File: config.mk
export PLATFORM = sky130hd
export DESIGN_NAME = i2c_bus_arbiter_flat
export DESIGN_NICKNAME = d
export VERILOG_FILES = /design/src/rtl/i2c_bus_arbiter_pkg.sv /design/src/rtl/i2c_bus_arbiter_if.sv /design/src/rtl/i2c_bus_arbiter_rr_arbiter_pick.sv /design/src/rtl/i2c_bus_arbiter.sv /design/src/flat_wrapper.sv
export SDC_FILE = /design/constraint.sdc
export NUM_CORES = 1
export LEC_CHECK = 0
export CAP_MARGIN = 30
export CORE_MARGIN = 2
export CORE_UTILIZATION = 55
export DETAILED_ROUTE_END_ITERATION = 12
export DONT_BUFFER_PORTS = 1
export GPL_TIMING_DRIVEN = 0
export HOLD_SLACK_MARGIN = 0.06
export PLACE_DENSITY = 0.77
export SYNTH_ARGS = -nofsm -noshare
export SYNTH_HDL_FRONTEND = slang
export SYNTH_HIERARCHICAL = 1
export SYNTH_SLANG_ARGS = --single-unit
File: constraint.sdc
create_clock -name i_clk -period 4.4 [get_ports i_clk]
set_input_delay 1.1 -clock i_clk [delete_from_list [all_inputs] [get_ports i_clk]]
set_output_delay 1.1 -clock i_clk [all_outputs]
set_load 0.05 [all_outputs]
File: src/rtl/i2c_bus_arbiter_pkg.sv
// Shared definitions for the I2C bus arbiter and every requester that drives the I2C master core:
// core register map, control-register command bytes and arbiter state encodings.
package i2c_bus_arbiter_pkg;

  localparam int IDX_W = 2;

  localparam logic [2:0] PRER_LO_ADR = 3'd0;
  localparam logic [2:0] PRER_HI_ADR = 3'd1;
  localparam logic [2:0] CTR_ADR     = 3'd2;
  localparam logic [2:0] TXR_ADR     = 3'd3;
  localparam logic [2:0] RXR_ADR     = 3'd3;
  localparam logic [2:0] CR_ADR      = 3'd4;
  localparam logic [2:0] SR_ADR      = 3'd4;

  localparam logic [7:0] CR_START_WRITE = 8'h90;
  localparam logic [7:0] CR_WRITE       = 8'h10;
  localparam logic [7:0] CR_STOP_WRITE  = 8'h50;
  localparam logic [7:0] CR_READ_NACK   = 8'h28;

  typedef enum logic [1:0] {
    ST_IDLE  = 2'd0,
    ST_OWNED = 2'd1,
    ST_DRAIN = 2'd2
  } arb_state_e;

endpackage

File: src/rtl/i2c_bus_arbiter_if.sv
// Requester-side and core-side wishbone signals of the arbiter. Handshake: stb is a held
// request that may only drop after ack; ack completes exactly one transfer; cyc frames a transaction.
interface i2c_bus_arbiter_if #(
  parameter int N_REQ = 3
);
  logic [N_REQ-1:0]   i_req_cyc;
  logic [N_REQ-1:0]   i_req_stb;
  logic [N_REQ-1:0]   i_req_we;
  logic [3*N_REQ-1:0] i_req_adr;
  logic [8*N_REQ-1:0] i_req_dat;
  logic [7:0]         o_req_dat;
  logic [N_REQ-1:0]   o_req_ack;
  logic [N_REQ-1:0]   o_grant;
  logic [2:0]         o_wbs_adr;
  logic [7:0]         o_wbs_dat;
  logic               o_wbs_we;
  logic               o_wbs_stb;
  logic               o_wbs_cyc;
  logic [7:0]         i_wbs_dat;
  logic               i_wbs_ack;
  logic               o_timeout;
  logic [1:0]         o_timeout_id;

  modport slave (
    input  i_req_cyc, i_req_stb, i_req_we, i_req_adr, i_req_dat, i_wbs_dat, i_wbs_ack,
    output o_req_dat, o_req_ack, o_grant, o_wbs_adr, o_wbs_dat, o_wbs_we, o_wbs_stb,
           o_wbs_cyc, o_timeout, o_timeout_id
  );

  modport master (
    output i_req_cyc, i_req_stb, i_req_we, i_req_adr, i_req_dat, i_wbs_dat, i_wbs_ack,
    input  o_req_dat, o_req_ack, o_grant, o_wbs_adr, o_wbs_dat, o_wbs_we, o_wbs_stb,
           o_wbs_cyc, o_timeout, o_timeout_id
  );

endinterface

File: src/rtl/i2c_bus_arbiter_rr_arbiter_pick.sv
// Combinational round-robin picker: the first unmasked requester after i_last wins,
// wrapping from N_REQ-1 back to 0.
module rr_arbiter_pick #(
  parameter int N_REQ = 3,
  parameter int IDX_W = 2
) (
  input  logic [N_REQ-1:0] i_req,
  input  logic [N_REQ-1:0] i_mask,
  input  logic [IDX_W-1:0] i_last,
  output logic [N_REQ-1:0] o_grant,
  output logic [IDX_W-1:0] o_idx,
  output logic             o_any
);

  int idx;

  always_comb begin
    o_grant = '0;
    o_idx   = '0;
    o_any   = 1'b0;
    idx     = 0;
    for (int off = 1; off <= N_REQ; off++) begin
      idx = int'(i_last) + off;
      if (idx >= N_REQ) idx = idx - N_REQ;
      if (!o_any && i_req[idx] && !i_mask[idx]) begin
        o_any        = 1'b1;
        o_grant[idx] = 1'b1;
        o_idx        = IDX_W'(idx);
      end
    end
  end

endmodule

File: src/rtl/i2c_bus_arbiter.sv
// Shares one I2C master core between N_REQ wishbone requesters, one whole transaction at a
// time, with round-robin fairness, a hold-time limit and a drain of any abandoned strobe.
module i2c_bus_arbiter
  import i2c_bus_arbiter_pkg::*;
#(
  parameter int N_REQ        = 3,
  parameter int MAX_HOLD_CYC = 2_000_000
) (
  input  logic                i_clk,
  input  logic                i_reset,
  i2c_bus_arbiter_if.slave    bus,
  output arb_state_e          o_state
);

  localparam int              CNT_W     = $clog2(MAX_HOLD_CYC + 1);
  localparam logic [CNT_W-1:0] CNT_MAX  = CNT_W'(MAX_HOLD_CYC);
  localparam logic [CNT_W-1:0] HOLD_LAST = CNT_W'(MAX_HOLD_CYC - 1);

  arb_state_e       state_q, state_d;
  logic [N_REQ-1:0] grant_q, grant_d;
  logic [N_REQ-1:0] mask_q, mask_d;
  logic [IDX_W-1:0] owner_q, owner_d;
  logic [IDX_W-1:0] last_winner_q, last_winner_d;
  logic [IDX_W-1:0] timeout_id_q, timeout_id_d;
  logic             timeout_q, timeout_d;
  logic [CNT_W-1:0] hold_cnt_q, hold_cnt_d;
  logic [2:0]       last_adr_q, last_adr_d;
  logic [7:0]       last_dat_q, last_dat_d;
  logic             last_we_q, last_we_d;

  logic [N_REQ-1:0] pick_grant;
  logic [IDX_W-1:0] pick_idx;
  logic             pick_any;

  logic             own_cyc, own_stb, own_we;
  logic [2:0]       own_adr;
  logic [7:0]       own_dat;
  logic             outstanding;

  rr_arbiter_pick #(
    .N_REQ (N_REQ),
    .IDX_W (IDX_W)
  ) u_pick (
    .i_req   (bus.i_req_cyc),
    .i_mask  (mask_q),
    .i_last  (last_winner_q),
    .o_grant (pick_grant),
    .o_idx   (pick_idx),
    .o_any   (pick_any)
  );

  always_comb begin
    own_cyc = 1'b0;
    own_stb = 1'b0;
    own_we  = 1'b0;
    own_adr = '0;
    own_dat = '0;
    for (int k = 0; k < N_REQ; k++) begin
      if (owner_q == IDX_W'(k)) begin
        own_cyc = bus.i_req_cyc[k];
        own_stb = bus.i_req_stb[k];
        own_we  = bus.i_req_we[k];
        own_adr = bus.i_req_adr[3*k +: 3];
        own_dat = bus.i_req_dat[8*k +: 8];
      end
    end
  end

  // Core-facing port and acks: owner mirrored in OWNED, latched request replayed in DRAIN.
  always_comb begin
    bus.o_wbs_cyc = 1'b0;
    bus.o_wbs_stb = 1'b0;
    bus.o_wbs_we  = 1'b0;
    bus.o_wbs_adr = '0;
    bus.o_wbs_dat = '0;
    bus.o_req_ack = '0;
    bus.o_req_dat = '0;
    case (state_q)
      ST_OWNED: begin
        bus.o_wbs_cyc = 1'b1;
        bus.o_wbs_stb = own_stb;
        bus.o_wbs_we  = own_we;
        bus.o_wbs_adr = own_adr;
        bus.o_wbs_dat = own_dat;
        bus.o_req_ack = grant_q & {N_REQ{bus.i_wbs_ack & own_stb}};
        bus.o_req_dat = bus.i_wbs_dat;
      end
      ST_DRAIN: begin
        bus.o_wbs_cyc = 1'b1;
        bus.o_wbs_stb = 1'b1;
        bus.o_wbs_we  = last_we_q;
        bus.o_wbs_adr = last_adr_q;
        bus.o_wbs_dat = last_dat_q;
      end
      default: ;
    endcase
  end

  assign bus.o_grant      = grant_q;
  assign bus.o_timeout    = timeout_q;
  assign bus.o_timeout_id = timeout_id_q;
  assign o_state          = state_q;

  always_comb begin
    state_d       = state_q;
    grant_d       = grant_q;
    owner_d       = owner_q;
    last_winner_d = last_winner_q;
    hold_cnt_d    = hold_cnt_q;
    mask_d        = mask_q & bus.i_req_cyc;
    timeout_d     = 1'b0;
    timeout_id_d  = timeout_id_q;
    last_adr_d    = last_adr_q;
    last_dat_d    = last_dat_q;
    last_we_d     = last_we_q;
    outstanding   = own_stb & ~bus.i_wbs_ack;
    case (state_q)
      ST_IDLE: begin
        if (pick_any) begin
          state_d       = ST_OWNED;
          grant_d       = pick_grant;
          owner_d       = pick_idx;
          last_winner_d = pick_idx;
          hold_cnt_d    = '0;
        end
      end
      ST_OWNED: begin
        last_adr_d = own_adr;
        last_dat_d = own_dat;
        last_we_d  = own_we;
        if (hold_cnt_q != CNT_MAX) hold_cnt_d = hold_cnt_q + 1'b1;
        if (!own_cyc) begin
          grant_d = '0;
          state_d = outstanding ? ST_DRAIN : ST_IDLE;
        end else if (hold_cnt_q >= HOLD_LAST) begin
          // Forced release: the owner stays locked out until it drops cyc once.
          grant_d      = '0;
          timeout_d    = 1'b1;
          timeout_id_d = owner_q;
          mask_d       = mask_d | grant_q;
          state_d      = outstanding ? ST_DRAIN : ST_IDLE;
        end
      end
      ST_DRAIN: begin
        if (bus.i_wbs_ack) state_d = ST_IDLE;
      end
      default: state_d = ST_IDLE;
    endcase
  end

  always_ff @(posedge i_clk) begin
    if (i_reset) begin
      state_q       <= ST_IDLE;
      grant_q       <= '0;
      mask_q        <= '0;
      owner_q       <= '0;
      last_winner_q <= IDX_W'(N_REQ - 1);
      timeout_id_q  <= '0;
      timeout_q     <= 1'b0;
      hold_cnt_q    <= '0;
      last_adr_q    <= '0;
      last_dat_q    <= '0;
      last_we_q     <= 1'b0;
    end else begin
      state_q       <= state_d;
      grant_q       <= grant_d;
      mask_q        <= mask_d;
      owner_q       <= owner_d;
      last_winner_q <= last_winner_d;
      timeout_id_q  <= timeout_id_d;
      timeout_q     <= timeout_d;
      hold_cnt_q    <= hold_cnt_d;
      last_adr_q    <= last_adr_d;
      last_dat_q    <= last_dat_d;
      last_we_q     <= last_we_d;
    end
  end

endmodule

File: src/flat_wrapper.sv
// flat-port wrapper written by rule: the top's interface ports become plain ports
module i2c_bus_arbiter_flat import i2c_bus_arbiter_pkg::*;
#(
  parameter int N_REQ        = 3,
  parameter int MAX_HOLD_CYC = 2_000_000
)
  (i_clk, i_reset, o_state, bus_i_req_cyc, bus_i_req_stb, bus_i_req_we, bus_i_req_adr, bus_i_req_dat, bus_i_wbs_dat, bus_i_wbs_ack, bus_o_req_dat, bus_o_req_ack, bus_o_grant, bus_o_wbs_adr, bus_o_wbs_dat, bus_o_wbs_we, bus_o_wbs_stb, bus_o_wbs_cyc, bus_o_timeout, bus_o_timeout_id);
  i2c_bus_arbiter_if #(.N_REQ(N_REQ)) bus_i ();
  input  logic i_clk;
  input  logic i_reset;
  output arb_state_e o_state;
  input wire logic [$bits(bus_i.i_req_cyc)-1:0] bus_i_req_cyc;
  input wire logic [$bits(bus_i.i_req_stb)-1:0] bus_i_req_stb;
  input wire logic [$bits(bus_i.i_req_we)-1:0] bus_i_req_we;
  input wire logic [$bits(bus_i.i_req_adr)-1:0] bus_i_req_adr;
  input wire logic [$bits(bus_i.i_req_dat)-1:0] bus_i_req_dat;
  input wire logic [$bits(bus_i.i_wbs_dat)-1:0] bus_i_wbs_dat;
  input wire logic [$bits(bus_i.i_wbs_ack)-1:0] bus_i_wbs_ack;
  output wire logic [$bits(bus_i.o_req_dat)-1:0] bus_o_req_dat;
  output wire logic [$bits(bus_i.o_req_ack)-1:0] bus_o_req_ack;
  output wire logic [$bits(bus_i.o_grant)-1:0] bus_o_grant;
  output wire logic [$bits(bus_i.o_wbs_adr)-1:0] bus_o_wbs_adr;
  output wire logic [$bits(bus_i.o_wbs_dat)-1:0] bus_o_wbs_dat;
  output wire logic [$bits(bus_i.o_wbs_we)-1:0] bus_o_wbs_we;
  output wire logic [$bits(bus_i.o_wbs_stb)-1:0] bus_o_wbs_stb;
  output wire logic [$bits(bus_i.o_wbs_cyc)-1:0] bus_o_wbs_cyc;
  output wire logic [$bits(bus_i.o_timeout)-1:0] bus_o_timeout;
  output wire logic [$bits(bus_i.o_timeout_id)-1:0] bus_o_timeout_id;
  assign bus_i.i_req_cyc = bus_i_req_cyc;
  assign bus_i.i_req_stb = bus_i_req_stb;
  assign bus_i.i_req_we = bus_i_req_we;
  assign bus_i.i_req_adr = bus_i_req_adr;
  assign bus_i.i_req_dat = bus_i_req_dat;
  assign bus_i.i_wbs_dat = bus_i_wbs_dat;
  assign bus_i.i_wbs_ack = bus_i_wbs_ack;
  assign bus_o_req_dat = bus_i.o_req_dat;
  assign bus_o_req_ack = bus_i.o_req_ack;
  assign bus_o_grant = bus_i.o_grant;
  assign bus_o_wbs_adr = bus_i.o_wbs_adr;
  assign bus_o_wbs_dat = bus_i.o_wbs_dat;
  assign bus_o_wbs_we = bus_i.o_wbs_we;
  assign bus_o_wbs_stb = bus_i.o_wbs_stb;
  assign bus_o_wbs_cyc = bus_i.o_wbs_cyc;
  assign bus_o_timeout = bus_i.o_timeout;
  assign bus_o_timeout_id = bus_i.o_timeout_id;
  i2c_bus_arbiter #(.N_REQ(N_REQ), .MAX_HOLD_CYC(MAX_HOLD_CYC)) u_core (.i_clk(i_clk), .i_reset(i_reset), .bus(bus_i), .o_state(o_state));
endmodule
== Word level (Yosys, flattened, before mapping) ==
Cells that the tools add are included.

* Output and inout port bits: 33
* Bits in registers: 48
* Word-level logic and storage cells: 145
* Bits of input ports: 53

* Reductions and logical operators: 23
* Bitwise operators: 10
* Add/sub/neg operators: 7
* Multiplexer cells: 75
* Equal/unequal tests: 9
* Order comparisons: 10

{| class="wikitable"
|+ Operator list
! cell !! number
|-
| $ge A32 B1 Y1 const B || 3
|-
| $lt A32 B4 Y1 const B || 3
|-
| $mux W32 || 3
|-
| $mux W21 || 2
|-
| $pmux W21 S2 || 1
|-
| $mux W3 || 13
|-
| $ge A32 B3 Y1 const B || 1
|-
| $mux W8 || 4
|-
| $sub A32 B3 Y32 const B || 1
|-
| $mux W1 || 29
|-
| $add A21 B1 Y21 const B || 1
|-
| $ge A21 B21 Y1 const B || 1
|-
| $ne A21 B21 Y1 const B || 1
|-
| $mux W2 || 8
|-
| $pmux W8 S2 || 1
|-
| $bmux W1 S2 || 6
|-
| $pmux W3 S2 || 2
|-
| $reduce_and A3 Y1 || 4
|-
| $or A3 B3 Y3 || 3
|-
| $logic_and A1 B1 Y1 || 8
|-
| $sub A3 B2 Y4 const B || 2
|-
| $add A2 B2 Y3 const B || 2
|-
| $and A3 B3 Y3 || 2
|-
| $demux W1 S2 || 3
|-
| 17 further kinds || 30
|}

== Depth between registers and ports, before layout ==
* Depth in word-level cells: 19
* Depth in mapped cells: 12
* Gate-level depth less buffers: 11

== By module ==
The synthesis kept the hierarchy.

{| class="wikitable"
|+ Modules (own cells, without submodules)
! module !! cells each !! seq. area each (sq um) !! area each (sq um) !! times used
|-
| i2c_bus_arbiter || 355 || 940.9 || 2751.4 || 1
|-
| rr_arbiter_pick || 37 || 0.0 || 352.8 || 1
|}

== Least setup slack after synthesis ==
Ideal clock, no wire load.

* Path kind: register -> output
* From: register u_core.state_q[0] (netlist: u_core/o_state[0])
* To: output port bus_o_wbs_adr[2]
* Slack: 0.463 ns
* Arrival: 2.837 ns
* Cell stages (with the launch flop): 5
* Path buffers: 1
* Data required time: 3.300 ns
* Cells stage by stage: dfxtp_1 -> inv_1 -> ha_1 -> clkbuf_1 -> a21boi_0

* Word-level cells in the longest chain between the ends: 2
* Elaborated cells between the ends (all ways): 3
* Classes of those cells: eq/ne: 2; mux: 1

{| class="wikitable"
|+ Ends and longest elaborated chain
! item !! line !! source
|-
| start, declared || i2c_bus_arbiter.sv:19 || <nowiki>arb_state_e state_q, state_d;</nowiki>
|-
| start signal, assigned || i2c_bus_arbiter.sv:165 || <nowiki>state_q <= state_d;</nowiki>
|-
| $eq A2 B2 Y1 or $eq A2 B1 Y1 (tied branches) || i2c_bus_arbiter.sv:78 || <nowiki>case (state_q)</nowiki>
|-
| $pmux W3 S2 * || i2c_bus_arbiter.sv:78 ||
|-
| end, declared || flat_wrapper.sv:22 || <nowiki>output wire logic [$bits(bus_i.o_wbs_adr)-1:0] bus_o_wbs_adr;</nowiki>
|}

Every way passes the cells marked *; elsewhere a longest branch is shown, timed or not.

== Worst setup path after layout ==
* From: register u_core.state_q[0] (netlist: u_core/o_state[0])
* To: output port bus_o_wbs_dat[0]

* Word-level cells in the longest chain between the ends: 2
* Elaborated cells between the ends (all ways): 3
* Classes of those cells: eq/ne: 2; mux: 1

{| class="wikitable"
|+ Ends and longest elaborated chain
! item !! line !! source
|-
| $eq A2 B2 Y1 or $eq A2 B1 Y1 (tied branches) || i2c_bus_arbiter.sv:78 ||
|-
| $pmux W8 S2 * || i2c_bus_arbiter.sv:78 ||
|-
| end, declared || flat_wrapper.sv:23 || <nowiki>output wire logic [$bits(bus_i.o_wbs_dat)-1:0] bus_o_wbs_dat;</nowiki>
|}

Marked as above.

==> impl_metrics.csv <==
group,metric,value,unit
place,gp_congestion,0.866,
power,p_leak,1.12,nW
finish,syn_to_final_growth,7.78,%
floorplanning,die_area,6260,µm²
timing,min_period,4.00,ns
route,routedWlPerCell,16.0,µm
route,drtAntennaViolNets,0,
global_route,gr-usage-all-layers,0.240,
floorplanning,ios,86,
floorplanning,rows,27,
power,total_power,1.89,mW
finish,nFillCells,508,
timing,setup_slack,0.399,ns
synthesis,netlist_area,3100,µm²
global_route,grt-ovfl-total,0,
timing,max_slew.worst_pin.slew,0.817,ns
timing,max_slew_margin,0.452,
job,maxCapViolCount,0,
cts,numCtsBuffers,5,
synthesis,yosysWarningCount,6,
timing,hold_viol_final,0,
setup_path,cp-start-kind,"flip-flop",
timing,post-route-period-util,0.909,
route,routed_wl,7.65,mm
finish,antennaDiodeCount,0,
floorplanning,core_area,5470,µm²
synthesis,syn_nets,455,
global_route,grt_antenna_before_repair,0,
synthesis,syn_avg_cell_area,7.92,µm²
synthesis,netlist.area_leader.share,0.303,
floorplanning,initial_utilization,0.567,
cts,tritoncts,"done",
timing,fmaxAchievable,250,MHz
cts,cts_root_buffer,"clkbuf_8",
route,vias_per_cell,6.13,
finish,final_cell_area,3350,µm²
finish,nets,467,
setup_path,end_kind,"output pin",
setup_path,timing_worst_setup_path_type,"flip-flop to output pin",
cts,clk_latency,0.30,ns
global_route,grt_pass1_vias,2669,
run_status,status,"finished clean",
cts,max-clock-path-buffers,2,
synthesis,ys_seq_area_frac,0.303,
place,numPortBuffers,0,
global_route,grt_start_max_net_pins,16,
setup_path,arrival,2.90,ns
floorplanning,fp.dieW,79.1,µm
synthesis,synth.distinct_cells,65,
finish,drive_gt1_frac,0.119,
floorplanning,fp.dieH,79.1,µm
synthesis,postSynthCellCount,392,
hold_path,min_path_type,"flip-flop to flip-flop",
timing,skew,0.00718,ns
place,dp_slack,0.478,ns
route,drt_pre_antenna_iters,6,
route,drc,0,
cts,clkTransAtPathRegs,0.09,ns
synthesis,synth_top_cells_by_area,"dfxtp_1 30%, nand2_1 8.5%, a21oi_1 5.8%",
timing,slew_viol_final,0,
cts,cts.sinks,47,
route,via_count,2922,
timing,finalSetupViolCount,0,
power,pwr_density_cell,565,nW/µm²
place,placed_area,3230,µm²
setup_path,worstPathRequired,3.30,ns
route,drt_iter0_drc,183,
power,peakVddDrop,245,µV
synthesis,synth_async_sr_flop_share,0,
timing,tns,0,ns
synthesis,synth_edf_count,0,
synthesis,synth-main-ff-cell,"dfxtp_1",
place,place_hpwl,5.68,mm
global_route,grt_pass1_wl,12.2,mm
cts,postCtsSetupBuffers,0,
synthesis,synth.largest_area_cell,"dfxtp_1",
cts,htree_levels,2,
synthesis,ys_ff_latch,47,
timing,rsz0062_at_grt,"no",
setup_path,path_max_fanout,10,
==> layer usage <==
| metal | global-route usage | part of all wire |
|---|---|---|
| met5 | 0 | 0 |
| met3 | 0.0511 | 0.058 |
| met1 | 0.297 | 0.43 |
| met2 | 0.419 | 0.50 |
| met4 | 0.0690 | 0.011 |
==> Yosys cell counts (3+ instances only) <==
library cell  number
a21boi_0          13
nand2_1           70
nand3_1           15
and2_1             9
clkbuf_1          10
o21ai_0           29
and4b_1            4
nand2b_1          16
a21o_1             3
o21a_1             5
nor4_1             3
nor3_1             3
nand4_1            3
nor2b_1            3
mux2i_1           17
or2_2              3
nor2_1            10
ha_1              10
dfxtp_1           47
and3_1             5
or4_1              3
inv_1             12
a21oi_1           36
or3_1             15
==> logic make-up after synthesis <==
logic type                 after synthesis  synth area share
xor gates and xnor gates                 3           0.00847
DFF                                     47             0.303
adders and majority gates               10            0.0403
AOI/OAI and AO/OA                      110             0.230
buffers and inverters                   28            0.0407
and+or+nand+nor                        176             0.319
muxes                                   18            0.0584
==> per-stage QoR <==
step,util,hold slack (ns),cells
floorplan,-,0.450,392
CTS,0.607,0.480,477
global route,0.611,0.498,477
global placement,0.584,0.458,464
finish,0.611,0.483,477
detailed placement,0.591,0.466,469
==> path summary, 6_finish.rpt <==
kind / slack, ns / depth (start not counted) / end / startpoint
setup / recovery: 0.40 / 5 / bus_o_wbs_dat[0] / u_core/o_state[0]$_SDFFE_PP0P_
hold / removal: 0.48 / 2 / u_core/last_dat_q[7]$_SDFFE_PP0P_ / u_core/last_dat_q[7]$_SDFFE_PP0P_
setup reg to reg: 0.78 / 10 / u_core/hold_cnt_q[9]$_SDFFE_PP0P_ / u_core/owner_q[0]$_SDFFE_PP0P_
hold reg to reg: 0.48 / 2 / u_core/last_dat_q[7]$_SDFFE_PP0P_ / u_core/last_dat_q[7]$_SDFFE_PP0P_
==> flip-flops by register name, summed over array words and instances (netlist names) <==
| signal | cells |
|---|---|
| u_core/hold_cnt_q | 21 |
| u_core/last_dat_q | 8 |
| u_core/bus.o_grant | 3 |
| u_core/last_adr_q | 3 |
| u_core/mask_q | 3 |
| u_core/bus.o_timeout_id | 2 |
| u_core/o_state | 2 |
| u_core/owner_q | 2 |
| u_core/bus.o_timeout | 1 |
| u_core/last_we_q | 1 |
| u_core/last_winner_q | 1 |
==> report_power, final <==
group	internal [mW]	switching (mW)	total, mW
registers	0.490	0.113	0.603
clock network	0.112	0.152	0.264
logic	0.361	0.663	1.02
total	0.964	0.928	1.89
==> worst max-delay path: stages (launching register included) <==
cell	delay (ns)
dfxtp_1	0.73
ha_1	0.38
clkbuf_1	0.39
buf_1	0.40
nand2_1	0.17
a21boi_2	0.53
==> cell usage in the layout (no fill, tap or decap), types with 3 or more instances in the layout <==
master,n
clkbuf_8,6
and2_1,9
or4_1,3
nand2_1,70
dfxtp_1,47
ha_1,10
and3_1,5
a21oi_1,36
buf_4,5
nor3_1,3
nand4_1,3
o21a_1,5
nand2b_1,16
and4b_1,4
a21boi_2,7
mux2i_1,17
clkbuf_1,10
nor4_1,3
a21o_1,3
or3_1,15
o21ai_0,29
nand3_1,15
a21boi_1,5
or2_2,3
inv_1,12
nor2b_1,3
nor2_1,10
==> layout make-up <==
class                           count  area, µm²  area share
Inverter                           12       45.0      0.0135
Clock buffer                        5       68.8      0.0206
Tap cell                           72       90.1      0.0269
Multi-Input combinational cell    317       2060       0.617
Sequential cell                    47        941       0.281
Timing Repair Buffer                5       37.5      0.0112
Clock inverter                      3       18.8     0.00561
Buffer                             16       81.3      0.0243
==> timing repair <==
item                       CTS  global route
hold buffers                 0             0
setup endpoints to repair    0             7
gates resized for setup      0             7
No activity file was read; power rests on OpenSTA's default activity.
